<file path="config.mk">
export PLATFORM = sky130hd
export DESIGN_NAME = pp_seq_multiplier
export DESIGN_NICKNAME = d
export VERILOG_FILES = /design/src/rtl/pp_seq_multiplier.sv
export SDC_FILE = /design/constraint.sdc
export NUM_CORES = 1
export LEC_CHECK = 0
export BUFFER_PORTS_ARGS = -buffer_cell sky130_fd_sc_hd__buf_2
export CAP_MARGIN = 20
export CELL_PAD_IN_SITES_DETAIL_PLACEMENT = 0
export CELL_PAD_IN_SITES_GLOBAL_PLACEMENT = 1
export CORE_MARGIN = 2
export CORE_UTILIZATION = 25
export DETAILED_ROUTE_END_ITERATION = 6
export PLACE_DENSITY = 0.47
export SETUP_SLACK_MARGIN = 0.3
export SLEW_MARGIN = 0
export SYNTH_ARGS = -nofsm -noshare
export SYNTH_HDL_FRONTEND = slang
export SYNTH_SLANG_ARGS = --single-unit
</file>
<file path="constraint.sdc">
create_clock -name clk -period 6.8 [get_ports clk]
set_input_delay 0.34 -clock clk [delete_from_list [all_inputs] [get_ports clk]]
set_output_delay 0.34 -clock clk [all_outputs]
set_load 0.005 [all_outputs]
</file>
<file path="src/rtl/pp_seq_multiplier.sv">
// Sequential shift-and-add unsigned multiplier.
// The block takes one multiplier bit per clock. After WIDTH accumulation
// cycles it loads the product register and raises done for one cycle.
// While RUN is active, start is ignored. In DONE, start is accepted, so
// operations can run back to back.
module pp_seq_multiplier #(
    parameter int WIDTH = 28
) (
    input  logic                 clk,
    input  logic                 rst,
    input  logic                 start,
    input  logic [WIDTH-1:0]     a,
    input  logic [WIDTH-1:0]     b,
    output logic                 busy,
    output logic                 done,
    output logic [2*WIDTH-1:0]   product
);

    localparam int CW = $clog2(WIDTH + 1);
    localparam int PW = 2 * WIDTH;

    typedef enum logic [1:0] {
        IDLE = 2'd0,
        RUN  = 2'd1,
        DONE = 2'd2
    } state_t;

    state_t          state;
    logic [WIDTH-1:0] a_lat;
    logic [WIDTH-1:0] b_lat;
    logic [PW-1:0]    acc;
    logic [PW-1:0]    acc_next;
    logic [CW-1:0]    cnt;
    logic             last_step;

    // Multiplicand gated by multiplier bit idx, zero-extended to PW and
    // aligned to that bit's weight. The result is always below 2^PW, so the
    // accumulator never loses a carry.
    function automatic logic [PW-1:0] partial_product(
        input logic [WIDTH-1:0] mcand,
        input logic [WIDTH-1:0] mplier,
        input logic [CW-1:0]    idx
    );
        logic           bit_sel;
        logic [PW-1:0]  ext;
        bit_sel = ((mplier >> idx) & {{(WIDTH-1){1'b0}}, 1'b1}) != '0;
        ext     = {{WIDTH{1'b0}}, (mcand & {WIDTH{bit_sel}})};
        return ext << idx;
    endfunction

    // Next accumulator value and detection of the final (WIDTH-th) step
    always_comb begin
        acc_next  = acc + partial_product(a_lat, b_lat, cnt);
        last_step = (cnt == CW'(WIDTH - 1));
    end

    // Control FSM with registered busy/done and product load on entry to DONE
    always_ff @(posedge clk) begin
        if (rst) begin
            state   <= IDLE;
            busy    <= 1'b0;
            done    <= 1'b0;
            product <= '0;
            acc     <= '0;
            cnt     <= '0;
            a_lat   <= '0;
            b_lat   <= '0;
        end else begin
            case (state)
                IDLE, DONE: begin
                    done <= 1'b0;
                    if (start) begin
                        a_lat <= a;
                        b_lat <= b;
                        acc   <= '0;
                        cnt   <= '0;
                        busy  <= 1'b1;
                        state <= RUN;
                    end else begin
                        busy  <= 1'b0;
                        state <= IDLE;
                    end
                end
                RUN: begin
                    acc <= acc_next;
                    cnt <= cnt + CW'(1);
                    if (last_step) begin
                        product <= acc_next;
                        busy    <= 1'b0;
                        done    <= 1'b1;
                        state   <= DONE;
                    end
                end
                default: begin
                    busy  <= 1'b0;
                    done  <= 1'b0;
                    state <= IDLE;
                end
            endcase
        end
    end

endmodule

</file>
Word level (Yosys, flattened, before mapping):

Cells that the tools add are included.

* shift operators: 2
* reductions and logical operators: 7
* mux-type cells: 10
* equal/unequal tests: 5
* add/sub/neg operators: 2
* bitwise logic cells: 2

Operator list (count)
* one-hot mux 56 bit (2 select lines): 1
* adder 56 bit: 1
* two-way mux 56 bit: 1
* << shifter 28 x 5 -> 56 bit: 1
* AND 28 bit: 1
* >> shifter 28 x 5 -> 1 bit: 1
* one-hot mux 5 bit (2 select lines): 1
* AND reduction 2 bit: 3
* adder 5 x 1 -> 5 bit, second input constant: 1
* == test 5 bit, second input constant: 1
* two-way mux 5 bit: 1
* inequality test 2 bit, second input constant: 2
* one-hot mux 2 bit (2 select lines): 1
* OR reduction 2 bit: 2
* two-way mux 1 bit: 3
* == test 2 x 1 -> 1 bit, second input constant: 1
* == test 2 bit, second input constant: 1
* zero test 2 bit: 1
* two-way mux 2 bit: 1
* one-hot mux 1 bit (2 select lines): 1
* nonzero test 2 bit: 1
* inverter 1 bit: 1

* register bits: 177
* word-level logic and storage cells: 36
* input port bits: 59

Depth between registers and ports, before layout:

* word-level depth: 5
* depth in mapped cells: 23

Worst setup path after synthesis:

Ideal clock, no wire load.

* path kind: reg2reg
* start: register cnt[0]
* end: register acc[54]
* library setup time: 114 ps
* stages on the path, launching flop included: 20
* slack: 1614 ps
* required time: 6686 ps
* arrival time: 5072 ps
* path through: dfxtp_1 -> buf_2 -> mux4_2 -> mux2i_1 -> o21ai_0 -> a21oi_1 -> clkbuf_1 -> clkbuf_1 -> nor2_1 -> a22o_1 -> ha_1 -> nand4_2 -> or4_4 -> a211oi_2 -> a211oi_2 -> o21ai_2 -> or4b_4 -> and2_4 -> a211o_1 -> a21o_1

* word-level cells in the longest chain between the ends: 5

RTL lines
* start: declaration: line 33 `logic [CW-1:0] cnt;`
* start signal: assignment: line 86 `cnt <= cnt + CW'(1);`
* >> shifter 28 x 5 -> 1 bit: line 46 `bit_sel = ((mplier >> idx) & {{(WIDTH-1){1'b0}}, 1'b1}) != '0;`
* AND 28 bit: line 47 `ext = {{WIDTH{1'b0}}, (mcand & {WIDTH{bit_sel}})};`
* << shifter 28 x 5 -> 56 bit (*): line 48 `return ext << idx;`
* adder 56 bit (*): line 53 `acc_next = acc + partial_product(a_lat, b_lat, cnt);`
* one-hot mux 56 bit (2 select lines) (*): line 69 `case (state)`
* end signal: assignment: line 85 `acc <= acc_next;`
* end: declaration: line 31 `logic [PW-1:0] acc;`

Every way passes the cells marked *; elsewhere a longest branch is shown, timed or not.
A chain may end at the register's enable or synchronous reset.

Final worst setup path:

* start: register cnt[0]
* end: register product[51]

* word-level cells in the longest chain between the ends: 4
* elaborated cells between the ends (all ways): 6

RTL lines
* >> shifter 28 x 5 -> 1 bit: line 46
* AND 28 bit: line 47
* << shifter 28 x 5 -> 56 bit: line 48
* adder 56 bit: line 53
* end signal: assignment: line 88 `product <= acc_next;`
* end: declaration: line 16 `output logic [2*WIDTH-1:0] product`

Parallel ways exist; a longest one is shown, timed or not.

==> summary.txt <==
Cells and area
  – Count of antenna diodes in the layout: 0
  – Fraction of layout instances using a drive strength above 1: 0.153
  – Fill cell count: about 5200
  – Layout Area Growth over Synthesis: 12.6%
  – Layout Nets: 1680

Die
  – Die height: 221 um
  – Count of boundary I/O pins: 117
  – Initial core utilization: 0.253
  – Full die area: approximately 50000 um2
  – Area of the core: 46500 um2
  – Placement Rows: roughly 80
  – Width of the die: ~220 um

Yosys
  – Post-Synthesis Net Count: 1644
  – Top cells by area, synth: sky130_fd_sc_hd__dfxtp_1 30%, sky130_fd_sc_hd__nand2_1 9.3%, sky130_fd_sc_hd__a21oi_1 8.4%, sky130_fd_sc_hd__ha_1 6.1%, sky130_fd_sc_hd__nor2_1 4.0%
  – Cell Area, Synth: 11700 um2
  – Most used flip-flop cell after synthesis: sky130_fd_sc_hd__dfxtp_1
  – Largest area contributor in the netlist: sky130_fd_sc_hd__dfxtp_1
  – Number of standard cells after synthesis: 1527
  – Flop and latch count out of synthesis: 176
  – Number of enable flip-flop cells after synthesis: 0
  – Syn avg cell area: around 7.7 um2
  – Top-area cell type share of the netlist area: 0.300
  – Seq/Total Area, Yosys: 0.300
  – Yosys warning count: 0
  – Library cells used by synthesis: 77
  – Share of async-settable or async-resettable flops after synthesis: 0

Setup path
  – Series of cell instances along the critical path: mux4_2 > mux2i_1 > a211oi_1 > a21oi_2 > nor2_1 > nand2_1 > a21oi_1 > and2_1 > ha_1 > nand2_1 > nor2_1 > o21ai_0 > a2111oi_0 > o2111ai_1 > a21oi_1 > o21ai_1 > nor4_2 > mux2i_1 > a311o_1
  – Delay of the slowest cell on the worst path: 870 ps
  – Cell count of the worst reg-to-reg path: 19
  – Kind of critical path: reg2reg
  – Terminus of the critical flop-to-flop path: product[51]
  – Required time at the worst-slack endpoint: between 7000 and 8000 ps
  – Startpoint class of the critical path: flop
  – Critical path buffers and inverters: 0
  – Worst endpoint data arrival time: 6330 ps
  – Startpoint of the most critical register-to-register path: cnt[0]
  – Worst-path fanout max: 12
  – Family with the most delay on the worst path: compound AO/OA/AOI/OAI gates
  – Type of element capturing the critical path: flop
  – CP max stage cell: sky130_fd_sc_hd__a2111oi_0
  – FF-to-FF setup slack: approximately 850 ps

Clocking
  – Hold bufs inserted after CTS: 0
  – Buffers from clock root to sink, at most: 2
  – Number of H-tree levels: 4
  – Insertion delay of the later-clocked pin in the worst-skew pair: about 500 ps
  – Number of buffers created by CTS: 17
  – Worst-path clk slew: 80 ps
  – CTS Root Cell: sky130_fd_sc_hd__clkbuf_16
  – # Post-CTS Setup Buffers: 0
  – CTS tree: yes
  – Num Clock Sinks: 176
  – Post-cts sizing count: 0

Power
  – Portion of total power attributed to sequential cells: 0.462
  – Switching power total: ~0.70 mW
  – Switching part of the total power: 0.302
  – Internal power: 1.63 mW
  – Part of the power in the clock network: 0.428
  – Part of the power in combinational logic: 0.110
  – Worst vdd rail ir drop: between 0.1 and 0.15 mV
  – Total design power: 2.33 mW
  – Static power due to leakage: 5.35 nW
  – Cell area power density: about 180 nW/um2

Global route
  – Antenna violations before repair: 0
  – Met1 Use GR: 0.241
  – Largest net degree at the start of global routing: 80
  – Met2 track demand over resource: 0.271
  – First-pass GRT wire length: approximately 64000 um
  – Met3 Usage GRT: 0.0364
  – Global-route total usage across every layer: 0.174
  – Vias in the first global route: 10452
  – Top Usage Layer GRT: met2
  – GRT Residual Overflow: 0

Routing
  – Number of nets with antenna violations after routing: 0
  – Via density per instance: 4.97
  – Routed wire per std cell: 19.0 um
  – Total length of routed wires: 41500 um
  – Total via count in the routed design: 10850
  – DRC violation total after the first TritonRoute iteration: 547
  – Remaining routing DRC violations: 0
  – Initial DRT Pass Iterations: 5

Timing
  – Setup TNS: 0 ps
  – Shortest clock period the worst path allows after layout: 5950 ps
  – Number of pins with negative max-slew slack in the final report: 0
  – Number of endpoints failing setup at the final stage: 0
  – Endpoints failing hold: 0
  – RSZ-0062 raised after global routing: no
  – Portion of the clock cycle consumed by the worst path in the final layout: 0.875
  – Highest attainable clock frequency: 0.168 GHz
  – Worst Skew: 18.5 ps
  – Remaining max-slew budget at the tightest pin: 0.356
  – Slew @ Worst Pin: 941 ps

Min path
  – Hold Path End: a_lat[13]
  – Launch point of the worst hold path: a[13]
  – Hold Path Cell Cnt: 3
  – Type of the worst min-delay path: in2reg

Placed design
  – # port buffers: 116
  – Half-perimeter wire length after detailed placement: 31400 um
  – Weighted congestion at the end of routability-driven global placement: 0.843

Run
  – Maximum capacitance violations: 0

Run status
  – Outcome: finished, final reports clean
[metrics by stage]
| step | instance area [um2] | setup WS [ps] | hold WS, ps | util | instances |
|---|---|---|---|---|---|
| finish | 13200 | 851 | 66.0 | 0.285 | 2183 |
| CTS | 13200 | 789 | 16.5 | 0.285 | 2183 |
| detailed placement | 12700 | 842 | 443 | 0.272 | 2151 |
| global route | 13200 | 337 | 40.0 | 0.285 | 2183 |
| floorplan | 11700 | 1610 | 432 | - | 1527 |
| global placement | 12700 | 908 | 440 | 0.272 | 2151 |
[power by group through the flow]
| stage | combinational [mW] | sequential [mW] | clock, mW |
|---|---|---|---|
| 2_1_floorplan | 0.173 | 1.09 | 0 |
| 3_3_place_gp | 0.260 | 1.10 | 0 |
| 3_5_place_dp | 0.261 | 1.10 | 0 |
| 4_1_cts | 0.262 | 1.08 | 1.05 |
| 5_1_grt | 0.287 | 1.08 | 1.08 |
| 6_report | 0.256 | 1.08 | 0.998 |
[layout by cell type, fill, tap and decap left out, drive strengths merged, types with 13 or more instances in the layout]
master | netlist | routed
nand4 | 24 | 24
and2 | 14 | 14
nor2b | 13 | 13
nand2 | 291 | 291
a22oi | 16 | 16
and3 | 13 | 13
nand3 | 26 | 26
a21oi | 197 | 197
nor2 | 124 | 124
clkbuf | 88 | 17
a22o | 33 | 33
ha | 57 | 57
a211oi | 27 | 27
buf | 28 | 136
o21ai | 70 | 70
xor2 | 20 | 20
a21o | 36 | 36
mux2i | 34 | 34
xnor2 | 31 | 31
mux2 | 22 | 22
dfxtp | 176 | 176
inv | 23 | 32
mux4 | 16 | 16
nor3 | 20 | 20
nand2b | 15 | 15
[synth_stat cells, drive strengths merged (10+ instances only)]
cell type	instances
a211oi	27
xnor2	31
nand2	291
nand3	26
a22o	33
dfxtp	176
buf	28
a22oi	16
clkbuf	88
and2	14
ha	57
nor2b	13
nand4	24
nor2	124
a21oi	197
xor2	20
nor3	20
nand2b	15
and3	13
inv	23
o21ai	70
mux2	22
o21bai	10
mux4	16
mux2i	34
a21o	36
[kinds of logic after synthesis]
logic type | after synthesis | share of synthesized area
compound gates | 459 | 0.244
xor+xnor | 51 | 0.0380
fa+ha+maj | 58 | 0.0624
buf+inv | 143 | 0.0612
flops | 176 | 0.300
mux | 72 | 0.0807
simple gates | 568 | 0.214
[sequential cells by signal, summed over array words and instances, names as in the netlist]
signal / flops
acc: 56
product: 56
a_lat: 28
b_lat: 28
cnt: 5
busy: 1
done: 1
state: 1
[how the worst max path moves through the flow]
stage                start          end  slack, ps  cells after the start
floorplan           cnt[0]      acc[54]       1610                     19
global placement    cnt[0]  product[51]        910                     20
detailed placement  cnt[0]  product[51]        840                     20
CTS                 cnt[0]  product[51]        790                     20
global route        cnt[0]  product[51]        340                     20
finish              cnt[0]  product[51]        850                     19
[metal layers]
metal	share of wire	vias up	wire length [um]
met5	0	-	0
met4	0.018	0	760
met3	0.033	30	1370
met2	0.45	165	18500
met1	0.50	5142	20800
li1	-	5513	-
[tightest hold or removal path: cells and delay by family]
family	cells	cell delay (ps)
AOI/OAI and AO/OA	1	50
buffers and inverters	1	100
and+or+nand+nor	1	40
[layout make-up]
type / count / area, um2 / area share
well taps: 607 / 759 / 0.0574
repair buffers: 136 / 733 / 0.0555
clock buffers: 17 / 425 / 0.0322
clock inverters: 15 / 145 / 0.0110
flip-flops and latches: 176 / 3530 / 0.267
inverters: 24 / 90.1 / 0.00681
multi-input cells: 1208 / 7540 / 0.570
Power figures use the tool's default switching activity.
